==> src/rtl/alu_op_sequencer_if.sv <==
// Board I/O and shifter/ALU datapath signals of the operand sequencer.
// master = sequencer side, slave = board/datapath side.
interface alu_op_sequencer_if;
   logic [31:0] sw;
   logic        btn_load;
   logic        btn_arm;
   logic        btn_show;
   logic [31:0] alu_f;
   logic [3:0]  alu_nzcv;
   logic [31:0] shift_out;
   logic        shift_cout;
   logic [31:0] op_a;
   logic [31:0] shift_data;
   logic [7:0]  shift_num;
   logic [2:0]  shift_op;
   logic [3:0]  alu_op;
   logic        cf;
   logic        vf;
   logic [32:0] disp_data;
   logic [3:0]  res_nzcv;
   logic        res_cout;
   logic [1:0]  step;
   logic        busy;

   modport master (
      input  sw, btn_load, btn_arm, btn_show, alu_f, alu_nzcv, shift_out, shift_cout,
      output op_a, shift_data, shift_num, shift_op, alu_op, cf, vf,
      output disp_data, res_nzcv, res_cout, step, busy
   );

   modport slave (
      output sw, btn_load, btn_arm, btn_show, alu_f, alu_nzcv, shift_out, shift_cout,
      input  op_a, shift_data, shift_num, shift_op, alu_op, cf, vf,
      input  disp_data, res_nzcv, res_cout, step, busy
   );
endinterface

==> src/rtl/alu_op_sequencer.sv <==
// Debounced button FSM loading A / shift-data / control from switches, then capturing shifter+ALU results.
// Press-to-output 2+DEBOUNCE_CYCLES+1 cycles, commit-to-capture SETTLE_CYCLES+1; no backpressure. FLAG_WRITEBACK_EN: capture updates cf/vf.
module alu_op_sequencer #(
   parameter int DEBOUNCE_CYCLES = 20000,
   parameter int SETTLE_CYCLES   = 2
) (
   input  logic                clk,
   input  logic                rst_n,
   alu_op_sequencer_if.master  bus
);

   localparam int              DCW        = (DEBOUNCE_CYCLES > 1) ? $clog2(DEBOUNCE_CYCLES) : 1;
   localparam logic [DCW-1:0]  DEB_LAST   = DCW'(DEBOUNCE_CYCLES - 1);
   localparam logic [3:0]      SETTLE_INI = 4'(SETTLE_CYCLES);
   localparam logic [32:0]     BLANK      = {32'h8888_8888, 1'b0};

   typedef enum logic [2:0] {
      LD_A   = 3'd0,
      LD_SD  = 3'd1,
      LD_CTL = 3'd2,
      SETTLE = 3'd3,
      DONE   = 3'd4
   } state_t;

   // Button order: [0]=load, [1]=arm, [2]=show
   logic [2:0] btn_raw;
   logic [2:0] deb;
   assign btn_raw = {bus.btn_show, bus.btn_arm, bus.btn_load};

   for (genvar g = 0; g < 3; g++) begin : g_deb
      logic           sync1_q;
      logic           sync2_q;
      logic           deb_q;
      logic [DCW-1:0] cnt_q;

      always_ff @(posedge clk or negedge rst_n) begin
         if (!rst_n) begin
            sync1_q <= 1'b0;
            sync2_q <= 1'b0;
            deb_q   <= 1'b0;
            cnt_q   <= '0;
         end else begin
            sync1_q <= btn_raw[g];
            sync2_q <= sync1_q;
            if (sync2_q == deb_q) begin
               cnt_q <= '0;
            end else if (cnt_q == DEB_LAST) begin
               deb_q <= sync2_q;
               cnt_q <= '0;
            end else begin
               cnt_q <= cnt_q + 1'b1;
            end
         end
      end

      assign deb[g] = deb_q;
   end

   logic [1:0] deb_prev_q;
   logic       press_load;
   logic       press_show;
   logic       load_ev;

   always_ff @(posedge clk or negedge rst_n) begin
      if (!rst_n) begin
         deb_prev_q <= 2'b00;
      end else begin
         deb_prev_q <= {deb[2], deb[0]};
      end
   end

   assign press_load = deb[0] & ~deb_prev_q[0];
   assign press_show = deb[2] & ~deb_prev_q[1];
   assign load_ev    = press_load & deb[1];

   state_t      state_q;
   logic [31:0] op_a_q;
   logic [31:0] shift_data_q;
   logic [7:0]  shift_num_q;
   logic [2:0]  shift_op_q;
   logic [3:0]  alu_op_q;
   logic        cf_q;
   logic        vf_q;
   logic [32:0] disp_q;
   logic [3:0]  res_nzcv_q;
   logic        res_cout_q;
   logic [31:0] res_f_q;
   logic [31:0] res_s_q;
   logic [1:0]  step_q;
   logic        busy_q;
   logic [3:0]  settle_q;
   logic [1:0]  view_q;
   logic [1:0]  view_d;
   logic [32:0] view_disp_d;

   always_comb begin
      view_d = (view_q == 2'd2) ? 2'd0 : view_q + 2'd1;
      case (view_d)
         2'd0:    view_disp_d = {res_f_q, 1'b1};
         2'd1:    view_disp_d = {res_s_q, 1'b1};
         default: view_disp_d = BLANK;
      endcase
   end

   always_ff @(posedge clk or negedge rst_n) begin
      if (!rst_n) begin
         state_q      <= LD_A;
         op_a_q       <= '0;
         shift_data_q <= '0;
         shift_num_q  <= '0;
         shift_op_q   <= '0;
         alu_op_q     <= '0;
         cf_q         <= 1'b0;
         vf_q         <= 1'b0;
         disp_q       <= BLANK;
         res_nzcv_q   <= '0;
         res_cout_q   <= 1'b0;
         res_f_q      <= '0;
         res_s_q      <= '0;
         step_q       <= 2'd0;
         busy_q       <= 1'b0;
         settle_q     <= '0;
         view_q       <= 2'd0;
      end else begin
         case (state_q)
            LD_A: begin
               if (load_ev) begin
                  op_a_q  <= bus.sw;
                  disp_q  <= {bus.sw, 1'b1};
                  step_q  <= 2'd1;
                  state_q <= LD_SD;
               end
            end
            LD_SD: begin
               if (load_ev) begin
                  shift_data_q <= bus.sw;
                  disp_q       <= {bus.sw, 1'b1};
                  step_q       <= 2'd2;
                  state_q      <= LD_CTL;
               end
            end
            LD_CTL: begin
               if (load_ev) begin
                  {shift_num_q, shift_op_q, alu_op_q, cf_q, vf_q} <= bus.sw[31:15];
                  disp_q   <= {bus.sw[31:15], 15'h0, 1'b1};
                  step_q   <= 2'd0;
                  settle_q <= SETTLE_INI;
                  busy_q   <= 1'b1;
                  state_q  <= SETTLE;
               end
            end
            SETTLE: begin
               // Datapath inputs have been stable since commit; buttons are ignored here.
               if (settle_q == 4'd0) begin
                  res_nzcv_q <= bus.alu_nzcv;
                  res_cout_q <= bus.shift_cout;
                  res_f_q    <= bus.alu_f;
                  res_s_q    <= bus.shift_out;
                  view_q     <= 2'd0;
                  disp_q     <= {bus.alu_f, 1'b1};
                  busy_q     <= 1'b0;
                  state_q    <= DONE;
`ifdef FLAG_WRITEBACK_EN
                  cf_q       <= bus.alu_nzcv[1];
                  vf_q       <= bus.alu_nzcv[0];
`endif
               end else begin
                  settle_q <= settle_q - 4'd1;
               end
            end
            DONE: begin
               // A load press takes priority over a coincident show press.
               if (load_ev) begin
                  op_a_q  <= bus.sw;
                  disp_q  <= {bus.sw, 1'b1};
                  step_q  <= 2'd1;
                  state_q <= LD_SD;
               end else if (press_show) begin
                  view_q <= view_d;
                  disp_q <= view_disp_d;
               end
            end
            default: begin
               state_q <= LD_A;
            end
         endcase
      end
   end

   assign bus.op_a       = op_a_q;
   assign bus.shift_data = shift_data_q;
   assign bus.shift_num  = shift_num_q;
   assign bus.shift_op   = shift_op_q;
   assign bus.alu_op     = alu_op_q;
   assign bus.cf         = cf_q;
   assign bus.vf         = vf_q;
   assign bus.disp_data  = disp_q;
   assign bus.res_nzcv   = res_nzcv_q;
   assign bus.res_cout   = res_cout_q;
   assign bus.step       = step_q;
   assign bus.busy       = busy_q;

endmodule

==> src/flat_wrapper.sv <==
// flat-port wrapper written by rule: the top's interface ports become plain ports
module alu_op_sequencer_flat 
#(
   parameter int DEBOUNCE_CYCLES = 20000,
   parameter int SETTLE_CYCLES   = 2
)
  (clk, rst_n, bus_sw, bus_btn_load, bus_btn_arm, bus_btn_show, bus_alu_f, bus_alu_nzcv, bus_shift_out, bus_shift_cout, bus_op_a, bus_shift_data, bus_shift_num, bus_shift_op, bus_alu_op, bus_cf, bus_vf, bus_disp_data, bus_res_nzcv, bus_res_cout, bus_step, bus_busy);
  alu_op_sequencer_if bus_i ();
  input  logic clk;
  input  logic rst_n;
  input wire logic [$bits(bus_i.sw)-1:0] bus_sw;
  input wire logic [$bits(bus_i.btn_load)-1:0] bus_btn_load;
  input wire logic [$bits(bus_i.btn_arm)-1:0] bus_btn_arm;
  input wire logic [$bits(bus_i.btn_show)-1:0] bus_btn_show;
  input wire logic [$bits(bus_i.alu_f)-1:0] bus_alu_f;
  input wire logic [$bits(bus_i.alu_nzcv)-1:0] bus_alu_nzcv;
  input wire logic [$bits(bus_i.shift_out)-1:0] bus_shift_out;
  input wire logic [$bits(bus_i.shift_cout)-1:0] bus_shift_cout;
  output wire logic [$bits(bus_i.op_a)-1:0] bus_op_a;
  output wire logic [$bits(bus_i.shift_data)-1:0] bus_shift_data;
  output wire logic [$bits(bus_i.shift_num)-1:0] bus_shift_num;
  output wire logic [$bits(bus_i.shift_op)-1:0] bus_shift_op;
  output wire logic [$bits(bus_i.alu_op)-1:0] bus_alu_op;
  output wire logic [$bits(bus_i.cf)-1:0] bus_cf;
  output wire logic [$bits(bus_i.vf)-1:0] bus_vf;
  output wire logic [$bits(bus_i.disp_data)-1:0] bus_disp_data;
  output wire logic [$bits(bus_i.res_nzcv)-1:0] bus_res_nzcv;
  output wire logic [$bits(bus_i.res_cout)-1:0] bus_res_cout;
  output wire logic [$bits(bus_i.step)-1:0] bus_step;
  output wire logic [$bits(bus_i.busy)-1:0] bus_busy;
  assign bus_i.sw = bus_sw;
  assign bus_i.btn_load = bus_btn_load;
  assign bus_i.btn_arm = bus_btn_arm;
  assign bus_i.btn_show = bus_btn_show;
  assign bus_i.alu_f = bus_alu_f;
  assign bus_i.alu_nzcv = bus_alu_nzcv;
  assign bus_i.shift_out = bus_shift_out;
  assign bus_i.shift_cout = bus_shift_cout;
  assign bus_op_a = bus_i.op_a;
  assign bus_shift_data = bus_i.shift_data;
  assign bus_shift_num = bus_i.shift_num;
  assign bus_shift_op = bus_i.shift_op;
  assign bus_alu_op = bus_i.alu_op;
  assign bus_cf = bus_i.cf;
  assign bus_vf = bus_i.vf;
  assign bus_disp_data = bus_i.disp_data;
  assign bus_res_nzcv = bus_i.res_nzcv;
  assign bus_res_cout = bus_i.res_cout;
  assign bus_step = bus_i.step;
  assign bus_busy = bus_i.busy;
  alu_op_sequencer #(.DEBOUNCE_CYCLES(DEBOUNCE_CYCLES), .SETTLE_CYCLES(SETTLE_CYCLES)) u_core (.clk(clk), .rst_n(rst_n), .bus(bus_i));
endmodule
==> config.mk <==
export PLATFORM = sky130hd
export DESIGN_NAME = alu_op_sequencer_flat
export DESIGN_NICKNAME = d
export VERILOG_FILES = /design/src/rtl/alu_op_sequencer_if.sv /design/src/rtl/alu_op_sequencer.sv /design/src/flat_wrapper.sv
export SDC_FILE = /design/constraint.sdc
export NUM_CORES = 1
export LEC_CHECK = 0
export ABC_CLOCK_PERIOD_IN_PS = 2500
export BUFFER_PORTS_ARGS = -buffer_cell sky130_fd_sc_hd__clkbuf_2
export CAP_MARGIN = 0
export CORE_MARGIN = 2
export CORE_UTILIZATION = 55
export CTS_CLUSTER_DIAMETER = 200
export DETAILED_ROUTE_END_ITERATION = 10
export GPL_TIMING_DRIVEN = 1
export PLACE_DENSITY = 0.78
export SLEW_MARGIN = 20
export SYNTH_ARGS = -nofsm -noshare
export SYNTH_HDL_FRONTEND = slang
export SYNTH_SLANG_ARGS = --single-unit
==> constraint.sdc <==
create_clock -name clk -period 2.5 [get_ports clk]
set_clock_uncertainty 0.05 [all_clocks]
set_input_delay 0 -clock clk [delete_from_list [all_inputs] [get_ports clk]]
set_output_delay 0 -clock clk [all_outputs]
set_load 0.02 [all_outputs]
==> impl_metrics.py, run 1 <==
metrics = {
    "floorplan": {
        "ios": 228,
        "core_um2": 19500,
        "dieArea_um2": 21100,
        "start_util_pct": 56.1,
        "die_x_um": 145,
        "rows": 51,
        "die_y_um": 145,
    },
    "drt": {
        "via_count": 8077,
        "routed_wirelength_um": 27800,
        "via_per_inst": 5.54,
        "drc": 0,
        "drt_pass1_iterations": 5,
        "antenna_left": 0,
        "drt-initial-drc-count": 498,
        "routedWlPerCell_um": 19.1,
    },
    "worst_setup_path": {
        "arrival_ns": 2.57,
        "worstSetupPathType": "reg2reg",
        "crit_path_start_kind": "register",
        "path_max_fanout": 34,
        "critPathCaptureType": "register",
        "required_ns": 2.85,
    },
    "logic_synthesis": {
        "synth_top_area_share_pct": 55.5,
        "synthAdderAreaFrac_pct": 0.457,
        "syn_area_per_cell_um2": 13.1,
        "synth-simple-area-share_pct": 8.91,
        "ys_ff_latch": 251,
        "yosysSeqAreaShare_pct": 57.4,
        "synthCells": 836,
        "ys_async_sr_fraction_pct": 100,
        "synth_xor_area_share_pct": 3.36,
        "synthesis.area_um2": 11000,
        "synth.top_cells.by_area": "dfrtp_1, mux2_1, mux2_2",
        "synth_edf_count": 0,
        "yosysTopAreaCell": "dfrtp_1",
        "synth_warnings": 0,
        "synth_top_family_by_area": "multiplexers",
        "muxShareOfSynthArea_pct": 18.4,
        "syn-num-nets": 946,
        "synth_cell_types": 56,
        "synth_compound_area_share_pct": 7.86,
        "synth_ff_type": "dfrtp_1",
    },
    "sta": {
        "fin_crit_ns": 2.21,
        "worst_slack_ns": 0.288,
        "relSlewSlack_pct": 35.6,
        "max_freq_mhz": 452,
        "worst_pin_slew_ns": 0.966,
        "fin_crit_sh_pct": 88.5,
        "rsz0062_at_grt": "false",
        "tns_ns": 0,
        "setup_viol_count_final": 0,
        "hold_viol": 0,
        "drv_slew": 0,
    },
    "global_routing": {
        "grt_start_max_net_pins": 91,
        "grt_pass1_wl_um": 45600,
        "overflow": 0,
        "grtUsageTotal_pct": 26.6,
        "grt_pass1_vias": 8545,
        "antenna_found_initial": 0,
    },
    "placed_design": {
        "gp_congestion": 0.829,
        "dp_hpwl_um": 17300,
        "post_dp_cell_area_um2": 12400,
        "preCtsSetupSlack_ns": 0.293,
        "io_buffers": 227,
    },
    "clock_tree": {
        "htreeDepth": 1,
        "clkTransAtPathRegs_ns": 0.06,
        "cts_tree": "done",
        "numCtsBuffers": 27,
        "root_buffer": "clkbuf_16",
        "clock-sinks": 251,
        "cts_buffer_depth": 3,
        "insertion_delay_ns": 0.52,
    },
    "final_layout": {
        "layout.nets": 1282,
        "fin_util_pct": 74.0,
        "layout_common_cells": "dfrtp_1, clkbuf_2, mux2_1",
        "final_area_um2": 14400,
        "drive_above_1_share_pct": 32.4,
        "layout_commonest_cell": "dfrtp_1",
        "fillers": 1255,
        "seqCellArea_um2": 6290,
        "multiInputGateArea_um2": 4290,
        "area_growth_pct": 31.9,
    },
    "worst_hold_path": {
        "hold_path.class": "in2async",
    },
    "pwr": {
        "max-vdd-ir-drop_v": 0.000543,
        "powerDensity_nw_per_um2": 618,
        "leakage_nw": 7.12,
    },
    "status": {
        "status": "completed",
    },
    "job": {
        "max_cap_viol_count": 0,
    },
}
## cell usage after synthesis (all sizes together), types with 3 or more instances
cell type	n
dfrtp	243
ha	4
mux2i	14
xnor2	26
and3	6
nand4	15
nor4	8
nor3b	3
inv	31
o21ai	15
a221o	20
xor2	16
nand3	20
and2	15
nor2	47
buf	35
a2111oi	8
nor3	23
and4	3
nand2	27
a22o	26
dfstp	8
a222oi	12
clkbuf	13
mux2	166
a21oi	9
## layout make-up
type	count	area share, %
diodes	1	0.0173
clock buffers	37	5.42
clock inverters	12	1.23
inverters	31	0.805
multi-input cells	506	29.7
flip-flops and latches	251	43.6
well taps	265	2.29
repair buffers	355	17.0
## final timing paths
kind | from | end | slack (ns) | depth (start not counted)
max in group asynchronous | rst_n | u_core.bus.disp_data[20] | 1.54 | 3
min in group clk | bus_btn_show | u_core.g_deb[2].sync1_q | 0.08 | 2
worst min-delay path | rst_n | u_core.bus.shift_data[18] | 0.004 | 2
worst max register to register | u_core.settle_q[0] | u_core.bus.disp_data[18] | 0.29 | 7
worst max-delay path | u_core.settle_q[0] | u_core.bus.disp_data[18] | 0.29 | 7
worst min register to register | u_core.g_deb[1].sync1_q | u_core.g_deb[1].sync2_q | 0.31 | 0
## metal layers
metal  wire, um  track usage (%)  vias to the layer above  share of wire (%)
li1           -                -                     3712                  -
met1      11800             35.5                     3996                 42
met2      13500             44.0                      294                 48
met3       1570             4.78                       75                5.7
met4       1010             9.46                        0                3.6
met5          0                0                        -                  0
## power by group
group          total (W)  internal (W)  switching [W]
registers        0.00416       0.00412      0.0000405
logic           0.000541      0.000260       0.000281
clock network    0.00422       0.00261        0.00161
## what timing repair did
| item | 4_1_cts | 5_1_grt |
|---|---|---|
| hold endpoints to repair | 375 | 0 |
| gates resized for setup | 0 | 0 |
| hold buffers | 105 | 0 |
| buffers inserted | 0 | 0 |
## sequential cells by signal, indices dropped and copies added, names as in the netlist, 3 cells and up
register,count
u_core.bus.shift_num,8
u_core.bus.op_a,32
u_core.g_deb.sync1_q,3
u_core.bus.shift_op,3
u_core.res_s_q,32
u_core.settle_q,4
u_core.g_deb.cnt_q,45
u_core.bus.res_nzcv,4
u_core.res_f_q,32
u_core.bus.alu_op,4
u_core.state_q,3
u_core.bus.disp_data,33
u_core.g_deb.sync2_q,3
u_core.bus.shift_data,32
u_core.g_deb.deb_q,3
## logic make-up after synthesis
logic type | after synthesis
flops | 251
simple gates | 183
mux | 180
compound gates | 97
buf+inv | 79
xor+xnor | 42
fa+ha+maj | 4
## per-stage QoR
step | hold WS (ns) | cells | total power (W)
6_report | 0.00437 | 1458 | 0.00892
5_1_grt | 0.0760 | 1457 | 0.00923
4_1_cts | 0.0456 | 1457 | 0.00897
3_5_place_dp | -0.00756 | 1303 | 0.00463
3_3_place_gp | -0.00632 | 1303 | 0.00462
2_1_floorplan | -0.346 | 836 | 0.00436
## critical path: stages (launching register included)
cell     delay [ns]
dfrtp_1        0.39
inv_1          0.10
ha_1           0.18
nor3b_1        0.35
mux2i_1        0.18
o32ai_4        0.17
buf_12         0.30
mux2_1         0.36
No activity file was read; power rests on OpenSTA's default activity.
==> inputs of run 2 (changes only) <==
RECOVER_POWER = 50   (was default)
==> impl_metrics.py, run 2 (same netlist as run 1, synthesis figures left out) <==
metrics = {
    "drt": {
        "via_per_inst": 5.56,
        "drt_pass1_iterations": 5,
        "routedWlPerCell_um": 19.1,
        "antenna_left": 0,
        "via_count": 8102,
        "drc": 0,
        "routed_wirelength_um": 27900,
        "drt-met1-wl_um": 12000,
        "highest_layer": "met4",
        "dr_wl_met3_um": 1520,
        "drt-initial-drc-count": 552,
        "wl_met2_um": 13500,
    },
    "global_routing": {
        "antenna_found_initial": 0,
        "overflow": 0,
        "grt_pass1_vias": 8545,
        "grt_pass1_wl_um": 45600,
        "grtUsageTotal_pct": 26.6,
        "grt_start_max_net_pins": 91,
    },
    "floorplan": {
        "rows": 51,
        "dieArea_um2": 21100,
        "die_y_um": 145,
        "ios": 228,
        "die_x_um": 145,
        "core_um2": 19500,
        "start_util_pct": 56.1,
    },
    "final_layout": {
        "drive_above_1_share_pct": 27.9,
        "fillers": 1297,
        "layout_common_cells": "dfrtp_1, clkbuf_2, mux2_1",
        "largest_reg_flops": 45,
        "regMostFlops": "u_core.g_deb.cnt_q",
        "final_cells": 1458,
        "layout_commonest_cell": "dfrtp_1",
        "final_area_um2": 14400,
        "area_growth_pct": 31.1,
        "layout.nets": 1282,
    },
    "worst_setup_path": {
        "cpMaxStageDelayCell": "dfrtp_1",
        "r2r_slack_ns": 0.30,
        "path_max_fanout": 34,
        "worstReg2RegEnd": "u_core.bus.disp_data[18]",
        "critPathLaunch": "u_core.settle_q[0]",
        "worstSetupPathType": "reg2reg",
        "slowest_delay_ns": 0.39,
        "cp.depth": 7,
        "critPathCaptureType": "register",
        "crit_family": "multiplexers",
        "required_ns": 2.85,
        "path_buf_inv": 2,
        "crit_path_end": "u_core.bus.disp_data[18]",
        "crit_path_start_kind": "register",
        "regToRegStartpoint": "u_core.settle_q[0]",
        "arrival_ns": 2.56,
        "r2r_cells": 7,
        "critical_path.cell_chain": "inv_1 -> ha_1 -> nor3b_1 -> mux2i_1 -> o32ai_4 -> buf_12 -> mux2_1",
    },
    "pwr": {
        "powerDensity_nw_per_um2": 621,
        "leakage_nw": 6.94,
        "max-vdd-ir-drop_v": 0.000543,
    },
    "sta": {
        "fin_crit_ns": 2.20,
        "drv_slew": 90,
        "max_freq_mhz": 454,
        "relSlewSlack_pct": -33.5,
        "tns_ns": 0,
        "worst_pin_slew_ns": 2.00,
        "hold_viol": 0,
        "setup_viol_count_final": 0,
        "fin_crit_sh_pct": 88.1,
        "rsz0062_at_grt": "false",
    },
    "placed_design": {
        "placed_cells": 1303,
        "post_dp_cell_area_um2": 12400,
        "gp_congestion": 0.829,
        "io_buffers": 227,
        "dp_hpwl_um": 17300,
    },
    "clock_tree": {
        "insertion_delay_ns": 0.52,
        "cts_tree": "done",
        "clock-sinks": 251,
        "cts_resized": 0,
        "htreeDepth": 1,
        "numCtsBuffers": 27,
        "root_buffer": "clkbuf_16",
        "cts_buffer_depth": 3,
        "clkTransAtPathRegs_ns": 0.06,
    },
    "status": {
        "status": "finished with violations",
        "violations": "capacitance limit, slew limit",
    },
    "job": {
        "max_cap_viol_count": 1,
    },
    "worst_hold_path": {
        "hold_path.class": "in2reg",
    },
}
==> run 2: changes by cell type in the layout (fill, tap and decap cells not counted), sizes merged <==
cell	change
clkbuf	+1
buf	-1
==> run 2: repair_timing <==
item | 4_1_cts | 5_1_grt
hold endpoints to repair | 375 | 0
setup buffers | 0 | 0
hold buffers | 105 | 0
==> run 2: power by group <==
group	total [W]	switching (W)	internal [W]	leakage, nW
Combinational	0.000531	0.000280	0.000251	3.23
Sequential	0.00416	0.0000405	0.00412	3.24
Clock	0.00423	0.00162	0.00261	0.477
==> run 2: cell type report <==
type | count | area, um^2 | share of cell area, %
Antenna cell | 1 | 2.50 | 0.0174
Clock buffer | 37 | 783 | 5.45
Clock inverter | 12 | 178 | 1.24
Inverter | 31 | 116 | 0.810
Multi-Input combinational cell | 506 | 4290 | 29.9
Sequential cell | 251 | 6290 | 43.8
Tap cell | 265 | 332 | 2.31
Timing Repair Buffer | 355 | 2370 | 16.5
==> run 2: worst min-delay path by stage <==
stage                       startpoint  slack (ns)                   endpoint  cells after the start
after floorplan                  rst_n       -0.35       u_core.bus.alu_op[0]                      0
after global placement           rst_n      -0.006  u_core.bus.shift_data[18]                      1
after detailed placement         rst_n      -0.008  u_core.bus.shift_data[18]                      1
after CTS                        rst_n        0.05  u_core.bus.shift_data[18]                      2
after global routing      bus_btn_show        0.08    u_core.g_deb[2].sync1_q                      2
final                     bus_btn_show        0.08    u_core.g_deb[2].sync1_q                      2
==> run 2: layer usage <==
metal / global-route usage [%] / up-vias
li1: - / 3712
met1: 35.5 / 4028
met2: 44.0 / 291
met3: 4.78 / 71
met4: 9.46 / 0
met5: 0 / -
==> run 2: through the flow <==
stage	hold slack, ns	power [W]	worst slack [ns]	utilization, %
detailed placement	-0.00756	0.00463	0.293	63.7
floorplan	-0.346	0.00436	0.530	-
CTS	0.0456	0.00897	0.268	74.0
global placement	-0.00632	0.00462	0.367	63.7
finish	0.0779	0.00892	0.297	73.5
global route	0.0760	0.00922	0.0817	73.5
==> run 2: worst reg2reg max path: stages (launching register included) <==
cell and delay (ns):
dfrtp_1 0.39, inv_1 0.10, ha_1 0.18, nor3b_1 0.34, mux2i_1 0.18, o32ai_4 0.17
buf_12 0.30, mux2_1 0.37
==> inputs of run 3 (changes only) <==
--- a/config.mk
+++ b/config.mk
@@ -11,3 +11,3 @@
 export CORE_MARGIN = 2
-export CORE_UTILIZATION = 55
+export CORE_UTILIZATION = 40
 export CTS_CLUSTER_DIAMETER = 200
@@ -15,3 +15,3 @@
 export GPL_TIMING_DRIVEN = 1
-export PLACE_DENSITY = 0.78
+export PLACE_DENSITY = 0.59
 export RECOVER_POWER = 50
--- a/constraint.sdc
+++ b/constraint.sdc
@@ -4,2 +4,2 @@
 set_output_delay 0 -clock clk [all_outputs]
-set_load 0.02 [all_outputs]
+set_load 0.05 [all_outputs]
==> impl_metrics.py, run 3 (same netlist as run 1, synthesis figures left out) <==
metrics = {
    "status": {
        "status": "finished with violations",
        "violations": "hold timing",
    },
    "pwr": {
        "p_seq_share_pct": 46.9,
        "clock_power_share_pct": 46.1,
        "max-vdd-ir-drop_v": 0.000424,
        "p_sw_share_pct": 23.3,
        "switchingPower_w": 0.00207,
        "powerDensity_nw_per_um2": 613,
        "p_comb_share_pct": 7.0,
        "leakage_nw": 6.95,
        "p_int_w": 0.00680,
    },
    "worst_setup_path": {
        "critPathCaptureType": "register",
        "regToRegStartpoint": "u_core.settle_q[0]",
        "worstSetupPathType": "reg2reg",
        "arrival_ns": 2.52,
        "path_max_fanout": 19,
        "required_ns": 2.86,
        "critPathLaunch": "u_core.settle_q[0]",
        "crit_path_start_kind": "register",
    },
    "global_routing": {
        "grt_pass1_vias": 8182,
        "grt_start_max_net_pins": 81,
        "grtUsageTotal_pct": 19.7,
        "antenna_found_initial": 1,
        "overflow": 0,
        "grt_pass1_wl_um": 45200,
    },
    "clock_tree": {
        "root_buffer": "clkbuf_16",
        "clock-sinks": 251,
        "htreeDepth": 1,
        "cts_tree": "done",
        "cts_buffer_depth": 3,
        "numCtsBuffers": 28,
        "insertion_delay_ns": 0.55,
        "clkTransAtPathRegs_ns": 0.06,
    },
    "drt": {
        "via_per_inst": 5.17,
        "routedWlPerCell_um": 18.3,
        "drc": 0,
        "antenna_left": 0,
        "via_count": 7977,
        "drt_pass1_iterations": 6,
        "routed_wirelength_um": 28200,
        "drt-initial-drc-count": 452,
    },
    "floorplan": {
        "die_x_um": 169,
        "start_util_pct": 40.6,
        "core_um2": 27000,
        "die_y_um": 169,
        "rows": 60,
        "ios": 228,
        "dieArea_um2": 28700,
    },
    "placed_design": {
        "io_buffers": 227,
        "gp_congestion": 0.825,
        "dp_hpwl_um": 18600,
        "placed_cells": 1385,
    },
    "final_layout": {
        "layout.nets": 1289,
        "fin_util_pct": 53.7,
        "final_cells": 1543,
        "fillers": 2328,
        "layout_commonest_cell": "dfrtp_1",
        "layout_common_cells": "dfrtp_1, clkbuf_2, mux2_1",
        "drive_above_1_share_pct": 28.1,
        "regMostFlops": "u_core.g_deb.cnt_q",
        "largest_reg_flops": 45,
        "area_growth_pct": 32.1,
    },
    "job": {
        "max_cap_viol_count": 0,
    },
    "sta": {
        "whs_ns": -0.0266,
        "worst_pin_slew_ns": 1.29,
        "relSlewSlack_pct": 14.2,
        "setup_viol_count_final": 0,
        "drv_slew": 0,
        "hold_viol": 28,
        "max_freq_mhz": 461,
        "rsz0062_at_grt": "false",
        "fin_crit_ns": 2.17,
        "fin_crit_sh_pct": 86.7,
        "tns_ns": 0,
    },
    "worst_hold_path": {
        "hold_path.class": "in2async",
    },
}
## run 3: cell count changes in the layout (fill, tap and decap cells not counted), moves of 2 or more
cell,change
buf_4,+3
bufinv_16,-3
clkbuf_1,+4
clkbuf_2,+4
clkbuf_8,+2
clkinv_4,-3
## run 3: through the flow
step | hold slack [ns] | power, W | worst slack (ns) | instance area, um^2
2_1_floorplan | -0.346 | 0.00446 | 0.530 | 11000
6_report | -0.0266 | 0.00887 | 0.333 | 14500
4_1_cts | 0.0168 | 0.00899 | 0.320 | 14600
3_3_place_gp | 0.000799 | 0.00473 | 0.349 | 12600
5_1_grt | 0.0227 | 0.00921 | 0.144 | 14500
3_5_place_dp | 0.00148 | 0.00474 | 0.310 | 12600
## run 3: final cells by class
class / instances / area [um^2] / share of cell area, %
clock inverters: 8 / 78.8 / 0.545
flip-flops and latches: 251 / 6290 / 43.5
well taps: 341 / 427 / 2.95
inverters: 31 / 116 / 0.804
multi-input cells: 506 / 4290 / 29.6
diodes: 1 / 2.50 / 0.0173
clock buffers: 44 / 851 / 5.88
repair buffers: 361 / 2410 / 16.7
## run 3: path summary, 6_finish.rpt
check	endpoint	slack, ns	cells past startpoint
min reg2reg	u_core.g_deb[0].sync2_q	0.30	0
min	u_core.bus.shift_data[28]	-0.03	2
max	u_core.res_s_q[5]	0.33	6
min in group clk	u_core.g_deb[1].sync1_q	0.06	2
max reg2reg	u_core.res_s_q[5]	0.33	6
max in group asynchronous	u_core.g_deb[2].cnt_q[2]	0.79	3
## run 3: timing repair
item                                   CTS  global route
endpoints found under the hold margin  403             0
hold buffers                           105             0
gates resized for setup                  0             0
buffers inserted                         0             0
## run 3: worst max-delay path, stage by stage, from the launching register on
cell     delay (ns)
dfrtp_1        0.39
inv_1          0.10
ha_1           0.18
nor3b_1        0.32
and2_4         0.43
buf_12         0.22
mux2_1         0.35
## run 3: power by group through the flow
stage	combinational (W)	sequential [W]	clock, W
after global placement	0.000502	0.00423	0
after CTS	0.000643	0.00416	0.00419
after floorplan	0.0000864	0.00437	0
after global routing	0.000673	0.00417	0.00437
after detailed placement	0.000506	0.00423	0
final	0.000618	0.00416	0.00409
## run 3: metal layers
| layer | global-route usage (%) | share of wire, % | vias up |
|---|---|---|---|
| met5 | 0 | 0 | - |
| met4 | 6.02 | 2.7 | 0 |
| met3 | 3.54 | 5.5 | 52 |
| met2 | 33.0 | 47 | 237 |
| met1 | 26.2 | 44 | 3960 |
| li1 | - | - | 3728 |
